$ cat src/rtl/if_pkg.sv
// Shared definitions for the instruction fetch stage: FSM states, default widths, NOP.
package if_pkg;
   localparam int ADDR_W_DEF   = 32;
   localparam int WORD_W_DEF   = 16;
   localparam int LONG_BIT_DEF = 15;
   localparam logic [31:0] NOP = 32'h0;

   typedef enum logic [1:0] {FETCH, WORD0, WORD1, PEND} state_e;
endpackage

$ cat src/rtl/if_id_reg.sv
// IF/ID pipeline register: flush beats stall, stall beats load, idle non-stalled cycles insert a bubble.
module if_id_reg
   import if_pkg::*;
#(
   parameter int IW = 2 * WORD_W_DEF,
   parameter int AW = ADDR_W_DEF
) (
   input  logic          clk,
   input  logic          rst,
   input  logic          load_i,
   input  logic          stall_i,
   input  logic          flush_i,
   input  logic [IW-1:0] instr_i,
   input  logic [AW-1:0] pc_i,
   output logic [IW-1:0] instr_o,
   output logic [AW-1:0] pc_o,
   output logic          valid_o
);
   logic [IW-1:0] instr_q;
   logic [AW-1:0] pc_q;
   logic          valid_q;

   always_ff @(posedge clk or posedge rst) begin
      if (rst) begin
         instr_q <= '0;
         pc_q    <= '0;
         valid_q <= 1'b0;
      end else if (flush_i) begin
         instr_q <= IW'(NOP);
         valid_q <= 1'b0;
      end else if (!stall_i) begin
         // pc and instr are kept across bubbles; only valid drops
         valid_q <= load_i;
         if (load_i) begin
            instr_q <= instr_i;
            pc_q    <= pc_i;
         end
      end
   end

   assign instr_o = instr_q;
   assign pc_o    = pc_q;
   assign valid_o = valid_q;
endmodule

$ cat src/rtl/if_fetch_unit.sv
// Fetch FSM: reads one or two 16-bit words per instruction and hands the result to the IF/ID register.
module if_fetch_unit
   import if_pkg::*;
#(
   parameter int ADDR_W   = ADDR_W_DEF,
   parameter int WORD_W   = WORD_W_DEF,
   parameter int LONG_BIT = LONG_BIT_DEF
) (
   input  logic                clk,
   input  logic                rst,
   input  logic [ADDR_W-1:0]   pc_addr,
   input  logic                pc_valid,
   output logic                pc_hold,
   output logic                imem_rd_en,
   output logic [ADDR_W-1:0]   imem_addr,
   input  logic [WORD_W-1:0]   imem_data,
   input  logic                stall,
   input  logic                flush,
   output logic [2*WORD_W-1:0] if_id_instr,
   output logic [ADDR_W-1:0]   if_id_pc,
   output logic                if_id_valid
);
   state_e                state_q, state_d;
   logic                  rd_en_q, rd_en_d;
   logic [ADDR_W-1:0]     addr_q, addr_d;
   logic [ADDR_W-1:0]     cur_pc_q, cur_pc_d;
   logic [WORD_W-1:0]     lo_q, lo_d;
   logic [2*WORD_W-1:0]   buf_q, buf_d;
   logic [2*WORD_W-1:0]   instr;
   logic                  done;
   logic                  load;

   always_ff @(posedge clk or posedge rst) begin
      if (rst) begin
         state_q  <= FETCH;
         rd_en_q  <= 1'b0;
         addr_q   <= '0;
         cur_pc_q <= '0;
         lo_q     <= '0;
         buf_q    <= '0;
      end else begin
         state_q  <= state_d;
         rd_en_q  <= rd_en_d;
         addr_q   <= addr_d;
         cur_pc_q <= cur_pc_d;
         lo_q     <= lo_d;
         buf_q    <= buf_d;
      end
   end

   always_comb begin
      state_d  = state_q;
      rd_en_d  = 1'b0;
      addr_d   = addr_q;
      cur_pc_d = cur_pc_q;
      lo_d     = lo_q;
      buf_d    = buf_q;
      instr    = buf_q;
      done     = 1'b0;
      load     = 1'b0;
      case (state_q)
         FETCH: begin
            if (pc_valid && !stall && !flush) begin
               rd_en_d  = 1'b1;
               addr_d   = pc_addr;
               cur_pc_d = pc_addr;
               state_d  = WORD0;
            end
         end
         WORD0: begin
            lo_d = imem_data;
            if (imem_data[LONG_BIT]) begin
               rd_en_d = 1'b1;
               addr_d  = cur_pc_q + ADDR_W'(1);
               state_d = WORD1;
            end else begin
               instr = {{WORD_W{1'b0}}, imem_data};
               done  = 1'b1;
            end
         end
         WORD1: begin
            instr = {lo_q, imem_data};
            done  = 1'b1;
         end
         PEND: begin
            if (!stall) begin
               load    = 1'b1;
               state_d = FETCH;
            end
         end
         default: state_d = FETCH;
      endcase
      // a completed instruction that decode can't take yet is parked in buf_q
      if (done) begin
         if (!stall) begin
            load    = 1'b1;
            state_d = FETCH;
         end else begin
            buf_d   = instr;
            state_d = PEND;
         end
      end
      if (flush) begin
         state_d = FETCH;
         rd_en_d = 1'b0;
         load    = 1'b0;
      end
   end

   assign pc_hold    = (state_q != FETCH) || stall;
   assign imem_rd_en = rd_en_q;
   assign imem_addr  = addr_q;

   if_id_reg #(.IW(2 * WORD_W), .AW(ADDR_W)) u_if_id (
      .clk     (clk),
      .rst     (rst),
      .load_i  (load),
      .stall_i (stall),
      .flush_i (flush),
      .instr_i (instr),
      .pc_i    (cur_pc_q),
      .instr_o (if_id_instr),
      .pc_o    (if_id_pc),
      .valid_o (if_id_valid)
   );
endmodule

$ cat config.mk
export PLATFORM = sky130hd
export DESIGN_NAME = if_fetch_unit
export DESIGN_NICKNAME = d
export VERILOG_FILES = /design/src/rtl/if_pkg.sv /design/src/rtl/if_id_reg.sv /design/src/rtl/if_fetch_unit.sv
export SDC_FILE = /design/constraint.sdc
export NUM_CORES = 1
export LEC_CHECK = 0
export CORE_ASPECT_RATIO = 1.5
export CORE_MARGIN = 2
export CORE_UTILIZATION = 49
export CTS_BUF_LIST = sky130_fd_sc_hd__clkbuf_8
export DETAILED_ROUTE_END_ITERATION = 8
export PLACE_DENSITY = 0.79
export SETUP_SLACK_MARGIN = 0.2
export SLEW_MARGIN = 25
export SYNTH_ARGS = -nofsm -noshare
export SYNTH_HDL_FRONTEND = slang
export SYNTH_SLANG_ARGS = --single-unit
$ cat constraint.sdc
create_clock -name clk -period 5.7 [get_ports clk]
set_input_delay 1.14 -clock clk [delete_from_list [all_inputs] [get_ports clk]]
set_output_delay 1.14 -clock clk [all_outputs]
set_load 0.02 [all_outputs]
Word-level counts from Yosys, hierarchy flattened. Index checks and enable logic that the tools add are counted.

Bits in registers: 180. Output and inout bits: 99.

Add/subtract/negate cells: 1. Eq/ne operators: 9. Mux-type cells: 28. Bitwise gates (word level): 2. Reduce and logical (&&, ||, !) cells: 16.

Operator list (number): 2-to-1 mux 32 bit (6); case mux 32 bit (2 select lines) (2); adder 32 x 1 -> 32 bit (second input constant) (1); 2-to-1 mux 2 bit (6); inequality test 4 bit (second input constant) (3); 2-to-1 mux 1 bit (11); case mux 2 bit (3 select lines) (1); AND reduction 2 bit (3); AND reduction 3 bit (2); nonzero test 2 bit (3); nonzero test 5 bit (1); equality test 2 bit (second input constant) (2); inequality test 2 bit (second input constant) (2); case mux 1 bit (2 select lines) (2); AND reduction 4 bit (1); equality test 2 x 1 -> 1 bit (second input constant) (1); logical AND 1 bit (2); zero test 1 bit (2); zero test 2 bit (1); inequality test 2 x 1 -> 1 bit (second input constant) (1); NOT 1 bit (2); logical OR 1 bit (1).

Longest topological paths before layout. Gate-level depths: netlist (run 1).

Word-level depth: 8. Mapped depth: 9. Mapped depth without buffers: 7.

Modules after synthesis. A second synthesis (run 1) with hierarchy kept.

Cell total of the unflattened synthesis: 729. Area total of the unflattened synthesis: 8511.9 sq um.

By module, submodules not included: if_fetch_unit (times used 1, cells an instance 515, area each 5836.8 sq um, sequential area each 2877.8 sq um); if_id_reg (times used 1, cells an instance 214, area each 2675.1 sq um, sequential area each 1626.6 sq um).

Least setup slack after synthesis (run 1). OpenSTA, ideal clock, no wires.

Kind: input-to-reg. From: input flush. To: register addr_q[28] (netlist: imem_addr[28]). Library setup time: 0.069 ns. Data arrival time: 2.613 ns. Required time: 5.631 ns. Slack: 3.018 ns. Cell stages on the path: 5. Path through: or3b_4 a211oi_4 nand2_4 or4_1 nand3_1.

Cells in the longest elaborated chain, start to end: 4.

Ends and longest elaborated chain: from (decl) (line if_fetch_unit.sv:18) `input logic flush,`; zero test 1 bit (line if_fetch_unit.sv:63) `if (pc_valid && !stall && !flush) begin`; logical AND 1 bit (line if_fetch_unit.sv:63); inequality test 2 bit (no source line); AND reduction 3 bit (no source line); to (signal assigned) (line if_fetch_unit.sv:44) `addr_q <= addr_d;`; to (decl) (line if_fetch_unit.sv:25) `logic [ADDR_W-1:0] addr_q, addr_d;`.

Every way passes these cells. A chain may end at the register's enable or synchronous reset.

Worst setup path in the final report (run 1).
From: input imem_data[15]. To: register u_if_id.pc_q[4] (netlist: u_if_id.pc_o[4]).

Cells in the longest elaborated chain, start to end: 5.

Ends and longest elaborated chain: from (decl) (line if_fetch_unit.sv:16) `input logic [WORD_W-1:0] imem_data,`; 2-to-1 mux 1 bit (line if_fetch_unit.sv:72) `if (imem_data[LONG_BIT]) begin`; case mux 1 bit (2 select lines) (line if_fetch_unit.sv:61) `case (state_q)`; 2-to-1 mux 1 bit (line if_fetch_unit.sv:94) `if (done) begin`; 2-to-1 mux 1 bit (line if_fetch_unit.sv:103) `if (flush) begin`; AND reduction 3 bit (no source line); to (signal assigned) (line if_id_reg.sv:36) `pc_q <= pc_i;`; to (decl) (line if_id_reg.sv:20) `logic [AW-1:0] pc_q;`.

Every way passes these cells.

==> flow_summary.rst, run 1 <==
.. list-table::
   :header-rows: 1

   * - Metric
     - Value
   * - Post-placement worst setup slack
     - ~1600 ps
   * - CTS hold repair buffers
     - 0
   * - Largest stage delay on the critical path
     - between 900 and 1000 ps
   * - Max-capacitance violation count
     - 0
   * - Global-route wire length before repair
     - 33.4 mm
   * - Number of nets produced by synthesis
     - about 750
   * - Sequential area share after synthesis
     - a little under three fifths
   * - Outcome
     - completed
   * - Most common library cell in the layout ignoring fill and taps
     - sky130_fd_sc_hd__dfrtp_1
   * - Number of synthesized register bits
     - 180
   * - Routed wire length per instance
     - 19.5 um
   * - Setup Total Neg Slack
     - 0 ps
   * - Data required time at the worst endpoint
     - about 6000 ps
   * - Final weighted congestion of routability-driven global placement
     - about 0.82
   * - Number of cells traversed by the worst hold path
     - 2
   * - Critical Path AT
     - 4020 ps
   * - Count of cell types in the netlist
     - 50
   * - Quantity of I/O buffers inserted on ports
     - about 150
   * - Count of nets left with antenna violations after detail routing
     - 0
   * - Setup Viol. Count Final
     - 0
   * - CP Class
     - in2reg
   * - Fraction of the core area covered by cells at the end of the flow
     - a little under two thirds
   * - Worst max-slew margin expressed relative to the limit
     - ~28%
   * - Sinks on the clock net
     - 180
   * - Final Worst Setup Slack
     - between 2000 and 2500 ps
   * - Achievable clock frequency
     - roughly 270 MHz
   * - Classification of the worst-slack hold path
     - reg2reg
   * - Final critical path time including I/O delays and setup
     - 3680 ps
   * - Share of layout cells above drive strength 1
     - about 15%
   * - Layout filler cell count
     - 1257
   * - Cell-by-cell listing of the critical path
     - clkdlybuf4s50_1, nor2b_1, o21a_1, o21ai_4, buf_4, mux2_2
   * - Part of the cycle the worst path needs
     - between 60 and 70%
   * - Nets
     - roughly 880
   * - Via density per instance
     - approximately 5.8
   * - Crit path max-delay family
     - compound AO/OA/AOI/OAI gates
   * - Capture instance of the worst register-to-register path
     - u_if_id.pc_o[4]
   * - Post-detailed-route DRC marker count
     - 0
   * - Clock H-tree levels
     - 4
   * - Launch instance of the worst min-delay path
     - u_if_id.pc_o[5]
   * - Syn-to-layout area delta
     - 26.3%
   * - Clk slew on worst S/H paths
     - approximately 90 ps
   * - Die H
     - 159 um
   * - R2R depth
     - 7
   * - Via Count
     - between 6k and 7k
   * - TritonCTS clock tree
     - built
   * - Power Total
     - about 4.8 mW
   * - Number of detailed-routing iterations run before antenna repair
     - 4
   * - Number of endpoints with negative hold slack in the final report
     - 0
   * - Number of buffers and inverters on the critical path
     - 2
   * - Initial core utilization
     - around half
   * - Startpoint type of the worst setup path
     - primary input
   * - Number of slew-limit violations in the final report
     - 0
   * - Worst-case clock skew
     - approximately 13 ps
   * - Pwr/cell area
     - a little under 500 mW/mm^2
   * - Worst-path maximum fanout
     - 34
   * - Clock root buffer master
     - sky130_fd_sc_hd__clkbuf_8
   * - Die area
     - around 0.017 mm^2
   * - Number of enable-type register cells in the synthesized netlist
     - 0
   * - Cell leakage power
     - around 4.1 nW
   * - Drt total wl
     - slightly above 20 mm
   * - Clk_lat worst skew
     - 460 ps
   * - Total routing usage reported by global routing
     - between 20% and 30%
   * - Largest net degree at the start of global routing
     - between 150 and 200
   * - Synth Flop Type
     - sky130_fd_sc_hd__dfrtp_1
   * - Worst-case clock buffer depth
     - 2
   * - Via count of the first global-routing pass
     - 6415
   * - R2r startpoint
     - state_q[1]
   * - VDD IR max
     - about 0.34 mV
   * - Initial detailed-routing violation count
     - 302
   * - Cell area after technology mapping
     - 0.00788 mm^2
   * - Clock buffer count from CTS
     - 17
   * - Setup repair after global routing missed its margin
     - no
   * - Width of the die
     - 108 um
   * - CP max-delay cell
     - sky130_fd_sc_hd__o21ai_4
   * - R2r setup slk
     - 2480 ps
   * - FP Rows
     - 56
   * - Placed wire-length estimate
     - 13.9 mm
   * - Kind of capture point of the worst setup path
     - flip-flop
   * - Ys async rst share
     - 100%
   * - Pin slew with the least headroom to its limit
     - about 1100 ps
   * - Mean instance size in the synthesized netlist
     - about 11 um^2
   * - Buffers inserted during post-CTS setup optimization
     - 0
   * - CORE AREA
     - between 0.015 and 0.02 mm^2
   * - Synthesis Warnings
     - 0
   * - End point of the most critical hold path
     - u_if_id.pc_o[5]
   * - Number of antenna violations at the first check in global routing
     - 1
   * - Highest-count cells in the layout ignoring fill and taps
     - sky130_fd_sc_hd__dfrtp_1 (180), sky130_fd_sc_hd__clkdlybuf4s50_1 (151), sky130_fd_sc_hd__nand2_1 (81), sky130_fd_sc_hd__mux2_2 (70), sky130_fd_sc_hd__o21ai_0 (57)
   * - Cells after Synth
     - approximately 700
   * - GRT Residual Overflow
     - 0
   * - I/O pin count
     - roughly 150
   * - Gates resized, CTS repair
     - 0
## sequential cells by signal (all words and copies together) (netlist names)
signal,cells
buf_q,32
imem_rd_en,1
state_q,2
u_if_id.instr_o,32
imem_addr,32
u_if_id.pc_o,32
cur_pc_q,32
u_if_id.valid_o,1
lo_q,16
## Yosys cell counts, types with 3 or more instances
cell type | number | area share [%]
sky130_fd_sc_hd__dfrtp_1 | 180 | 57
sky130_fd_sc_hd__nand2_1 | 82 | 3.9
sky130_fd_sc_hd__mux2_2 | 70 | 10
sky130_fd_sc_hd__o21ai_0 | 57 | 3.6
sky130_fd_sc_hd__clkbuf_1 | 35 | 1.7
sky130_fd_sc_hd__a22oi_1 | 33 | 3.1
sky130_fd_sc_hd__o2bb2ai_1 | 32 | 3.6
sky130_fd_sc_hd__nor2_1 | 29 | 1.4
sky130_fd_sc_hd__a21oi_1 | 19 | 1.2
sky130_fd_sc_hd__xor2_1 | 19 | 2.1
sky130_fd_sc_hd__nand3_1 | 18 | 1.1
sky130_fd_sc_hd__o22ai_1 | 12 | 0.95
sky130_fd_sc_hd__inv_1 | 10 | 0.48
sky130_fd_sc_hd__nand4_1 | 10 | 0.79
sky130_fd_sc_hd__buf_2 | 9 | 0.57
sky130_fd_sc_hd__mux2i_1 | 8 | 1.0
sky130_fd_sc_hd__nor4_1 | 8 | 0.64
sky130_fd_sc_hd__xnor2_1 | 8 | 0.89
sky130_fd_sc_hd__nor3_1 | 6 | 0.38
sky130_fd_sc_hd__ha_1 | 5 | 0.79
sky130_fd_sc_hd__o211ai_1 | 5 | 0.48
sky130_fd_sc_hd__and3_1 | 3 | 0.24
sky130_fd_sc_hd__buf_1 | 3 | 0.14
## report_power, final
part	switching, mW	internal [mW]
Combinational	1.01	0.877
Clock	0.476	0.363
Sequential	0.404	1.71
Total	1.89	2.95
## worst reg2reg max path, stage by stage, from the launching register on
cell and delay [ps]:
sky130_fd_sc_hd__dfrtp_1 390, sky130_fd_sc_hd__inv_1 90, sky130_fd_sc_hd__ha_2 190, sky130_fd_sc_hd__nor2b_1 210, sky130_fd_sc_hd__o21a_1 510, sky130_fd_sc_hd__o21ai_4 940
sky130_fd_sc_hd__buf_4 410, sky130_fd_sc_hd__mux2_2 380
## per-layer routing
metal  GRT usage (%)  up-vias  wire length (um)
met3            6.59       39              1410
met2            41.5      266             10600
met1            30.2     3006              7730
met4            10.3        0               512
li1                -     2765                 -
met5               0        -                 0
## area by class of cell
type | count | area, um^2 | area share, %
Antenna cell | 1 | 2.50 | 0.0251
Clock buffer | 18 | 248 | 2.49
Clock inverter | 14 | 129 | 1.30
Inverter | 10 | 41.3 | 0.415
Multi-Input combinational cell | 456 | 3170 | 31.8
Sequential cell | 180 | 4500 | 45.3
Tap cell | 203 | 254 | 2.55
Timing Repair Buffer | 159 | 1600 | 16.1
## cell families after synthesis
logic type | share of synthesized area, %
DFF | 57.2
AOI/OAI and AO/OA | 14.8
and+or+nand+nor | 10.3
muxes | 11.0
buffers and inverters | 2.86
xor gates and xnor gates | 3.00
adders and majority gates | 0.794
## through the flow
step                      hold slack (ps)  std cells  area, um^2
after global routing                  510       1041        9950
after floorplan                       450        693        7890
final                                 483       1041        9950
after CTS                             490       1039        9920
after detailed placement              470       1007        9540
after global placement                464       1007        9540
## worst max path at each step
stage	cells past startpoint	endpoint	start	slack, ps
finish	6	u_if_id.pc_o[4]	imem_data[15]	2020
global placement	6	u_if_id.pc_o[4]	imem_data[15]	1670
floorplan	1	buf_q[0]	rst	2250
detailed placement	6	u_if_id.pc_o[9]	imem_data[15]	1610
global route	6	u_if_id.pc_o[4]	imem_data[15]	1890
CTS	3	pc_hold	stall	2070
Power figures use the tool's default switching activity.
==> run 2, diff against run 1 <==
--- a/config.mk
+++ b/config.mk
@@ -7,10 +7,10 @@
 export LEC_CHECK = 0
 export CORE_ASPECT_RATIO = 1.5
 export CORE_MARGIN = 2
-export CORE_UTILIZATION = 49
+export CORE_UTILIZATION = 53
 export CTS_BUF_LIST = sky130_fd_sc_hd__clkbuf_8
 export DETAILED_ROUTE_END_ITERATION = 8
-export PLACE_DENSITY = 0.79
+export PLACE_DENSITY = 0.81
 export SETUP_SLACK_MARGIN = 0.2
 export SLEW_MARGIN = 25
 export SYNTH_ARGS = -nofsm -noshare
==> constraint.sdc (replaced) <==
create_clock -name clk -period 3.6 [get_ports clk]
set_input_delay 0.72 -clock clk [delete_from_list [all_inputs] [get_ports clk]]
set_output_delay 0.72 -clock clk [all_outputs]
set_load 0.02 [all_outputs]
==> run 2 against run 1 <==
Worst setup slack worse by 1200 ps. Clock-buffer cell count is 1 higher. Via count up 2.0%. Cell area grew 0.70%. Largest cell class unchanged. Highest routed layer unchanged. Die area is 7.3% lower. Sequential share of layout area shrank 0.32 points. Clock skew about the same.
==> flow_summary.rst, run 2 (synthesis results as in run 1) <==
.. list-table::
   :header-rows: 1

   * - Metric
     - Value
   * - Count of nets left with antenna violations after detail routing
     - 0 (unchanged)
   * - Cell-by-cell listing of the critical path
     - clkdlybuf4s50_1, nand2b_1, clkdlybuf4s50_1 (was clkdlybuf4s50_1, nor2b_1, o21a_1, o21ai_4, buf_4, mux2_2)
   * - Cell leakage power
     - 4.14 nW (was 4.10 nW)
   * - Quantity of I/O buffers inserted on ports
     - 151 (unchanged)
   * - Number of cells traversed by the worst hold path
     - 2 (unchanged)
   * - Post-detailed-route DRC marker count
     - 0 (unchanged)
   * - Clk slew on worst S/H paths
     - 80 ps (was 90 ps)
   * - Clock buffer count from CTS
     - 17 (unchanged)
   * - Drt total wl
     - 20.4 mm (was 20.3 mm)
   * - Classification of the worst-slack hold path
     - reg2reg (unchanged)
   * - CP max-delay cell
     - sky130_fd_sc_hd__clkdlybuf4s50_1 (was sky130_fd_sc_hd__o21ai_4)
   * - Global-route wire length before repair
     - 33.8 mm (was 33.4 mm)
   * - Clk_lat worst skew
     - 450 ps (was 460 ps)
   * - Part of the cycle the worst path needs
     - between 70 and 80%
   * - Pin slew with the least headroom to its limit
     - 1240 ps (was 1070 ps)
   * - Number of buffers and inverters on the critical path
     - 2 (unchanged)
   * - Buffers inserted during post-CTS setup optimization
     - 0 (unchanged)
   * - VDD IR max
     - 0.500 mV (was 0.339 mV)
   * - GRT Residual Overflow
     - 0 (unchanged)
   * - Data required time at the worst endpoint
     - 2880 ps (was 6040 ps)
   * - Worst-path maximum fanout
     - 7 (was 34)
   * - Outcome
     - completed (unchanged)
   * - R2r setup slk
     - 880 ps (was 2480 ps)
   * - Via Count
     - 6198 (was 6076)
   * - Highest-count cells in the layout ignoring fill and taps
     - sky130_fd_sc_hd__dfrtp_1 (180), sky130_fd_sc_hd__clkdlybuf4s50_1 (151), sky130_fd_sc_hd__nand2_1 (82), sky130_fd_sc_hd__mux2_2 (70), sky130_fd_sc_hd__o21ai_0 (57) (was sky130_fd_sc_hd__dfrtp_1 (180), sky130_fd_sc_hd__clkdlybuf4s50_1 (151), sky130_fd_sc_hd__nand2_1 (81), sky130_fd_sc_hd__mux2_2 (70), sky130_fd_sc_hd__o21ai_0 (57))
   * - Initial core utilization
     - 54.3% (was 50.2%)
   * - Launch instance of the worst min-delay path
     - buf_q[11] (was u_if_id.pc_o[5])
   * - R2R depth
     - 9 (was 7)
   * - Via count of the first global-routing pass
     - 6545 (was 6415)
   * - Total routing usage reported by global routing
     - 26.5% (was 24.8%)
   * - Largest net degree at the start of global routing
     - 101 (was 181)
   * - Clock root buffer master
     - sky130_fd_sc_hd__clkbuf_8 (unchanged)
   * - CTS hold repair buffers
     - 0 (unchanged)
   * - Share of layout cells above drive strength 1
     - 14.7% (was 14.6%)
   * - Worst max-slew margin expressed relative to the limit
     - 16.7% (was 27.9%)
   * - Clock H-tree levels
     - 4 (unchanged)
   * - R2r startpoint
     - state_q[1] (unchanged)
   * - Capture instance of the worst register-to-register path
     - imem_addr[20] (was u_if_id.pc_o[4])
   * - Kind of capture point of the worst setup path
     - output pin (was flip-flop)
   * - Critical Path AT
     - 2070 ps (was 4020 ps)
   * - Sinks on the clock net
     - 180 (unchanged)
   * - Most common library cell in the layout ignoring fill and taps
     - sky130_fd_sc_hd__dfrtp_1 (unchanged)
   * - Pwr/cell area
     - 780 mW/mm^2 (was 487 mW/mm^2)
   * - Syn-to-layout area delta
     - 27.1% (was 26.3%)
   * - Via density per instance
     - 5.98 (was 5.84)
   * - Die H
     - 153 um (was 159 um)
   * - Final critical path time including I/O delays and setup
     - 2790 ps
   * - CORE AREA
     - 0.0145 mm^2 (was 0.0157 mm^2)
   * - Worst Hold Slack
     - 488 ps (was 483 ps)
   * - Achievable clock frequency
     - ~360 MHz
   * - Number of antenna violations at the first check in global routing
     - 0 (was 1)
   * - Number of endpoints with negative hold slack in the final report
     - 0 (unchanged)
   * - Placed wire-length estimate
     - 14.1 mm (was 13.9 mm)
   * - Setup Total Neg Slack
     - 0 ps (unchanged)
   * - Crit path max-delay family
     - buffers and inverters (was compound AO/OA/AOI/OAI gates)
   * - Nets
     - 887 (was 882)
   * - FP Rows
     - 54 (was 56)
   * - CP Class
     - in2out (was in2reg)
   * - Worst-case clock buffer depth
     - 2 (unchanged)
   * - Largest stage delay on the critical path
     - 610 ps (was 940 ps)
   * - Routed wire length per instance
     - 19.7 um (was 19.5 um)
   * - TritonCTS clock tree
     - built (unchanged)
   * - Setup repair after global routing missed its margin
     - no (unchanged)
   * - Worst-case clock skew
     - 13.6 ps (was 13.3 ps)
   * - Number of detailed-routing iterations run before antenna repair
     - 5 (was 4)
   * - Final weighted congestion of routability-driven global placement
     - 0.845 (was 0.817)
   * - Number of antenna repair diodes
     - 0 (was 1)
   * - I/O pin count
     - 152 (unchanged)
   * - Gates resized, CTS repair
     - 0 (unchanged)
   * - Number of slew-limit violations in the final report
     - 0 (unchanged)
   * - Most common cell type on the critical path
     - sky130_fd_sc_hd__clkdlybuf4s50_1
   * - Setup Viol. Count Final
     - 0 (unchanged)
   * - Max-capacitance violation count
     - 0 (unchanged)
   * - Startpoint type of the worst setup path
     - primary input (unchanged)
   * - End point of the most critical hold path
     - buf_q[11] (was u_if_id.pc_o[5])
   * - Width of the die
     - 104 um (was 108 um)
   * - Initial detailed-routing violation count
     - 327 (was 302)
   * - Die area
     - 0.0159 mm^2 (was 0.0171 mm^2)
[run 2: worst min-delay path: stages, from the launching register on]
cell,delay (ps)
sky130_fd_sc_hd__dfrtp_1,350
sky130_fd_sc_hd__nand2_1,40
sky130_fd_sc_hd__o21ai_0,60
[run 2: stage by stage]
step                      worst slack (ps)  area [um^2]  power [mW]  cells  utilization, %
final                                  811        10000        7.82   1037            69.0
after global routing                   671        10000        8.26   1037            69.0
after CTS                              811        10000        7.84   1037            69.0
after detailed placement               630         9600        6.38   1006            66.1
after global placement                 715         9600        6.23   1006            66.1
after floorplan                        571         7890        5.07    693               -
[run 2: cell type report]
cell class                      count  area (um^2)
Tap cell                          196          245
Clock buffer                       19          262
Timing Repair Buffer              164         1650
Fill cell                        1071         4510
Inverter                           10         41.3
Sequential cell                   180         4500
Clock inverter                     12          156
Multi-Input combinational cell    456         3170
[run 2: per-layer routing]
metal  vias to the layer above  track usage (%)  routed length (um)
li1                       2766                -                   -
met1                      3105             31.5                7840
met2                       276             47.0               10700
met3                        51             5.93                1320
met4                         0             10.0                 581
met5                         -                0                   0
[run 2: report_power, final]
part           internal [mW]  switching (mW)
clock                  0.723           0.718
combinational           1.41            1.59
sequential              2.71           0.665
total                   4.85            2.97
[run 2: how the worst max path moves through the flow]
stage	from	endpoint	slack (ps)	cells past startpoint
3_5_place_dp	flush	imem_addr[20]	630	7
2_1_floorplan	rst	buf_q[0]	570	1
6_report	stall	pc_hold	810	3
4_1_cts	stall	pc_hold	810	3
5_1_grt	state_q[1]	imem_addr[20]	670	9
3_3_place_gp	stall	imem_addr[28]	720	6
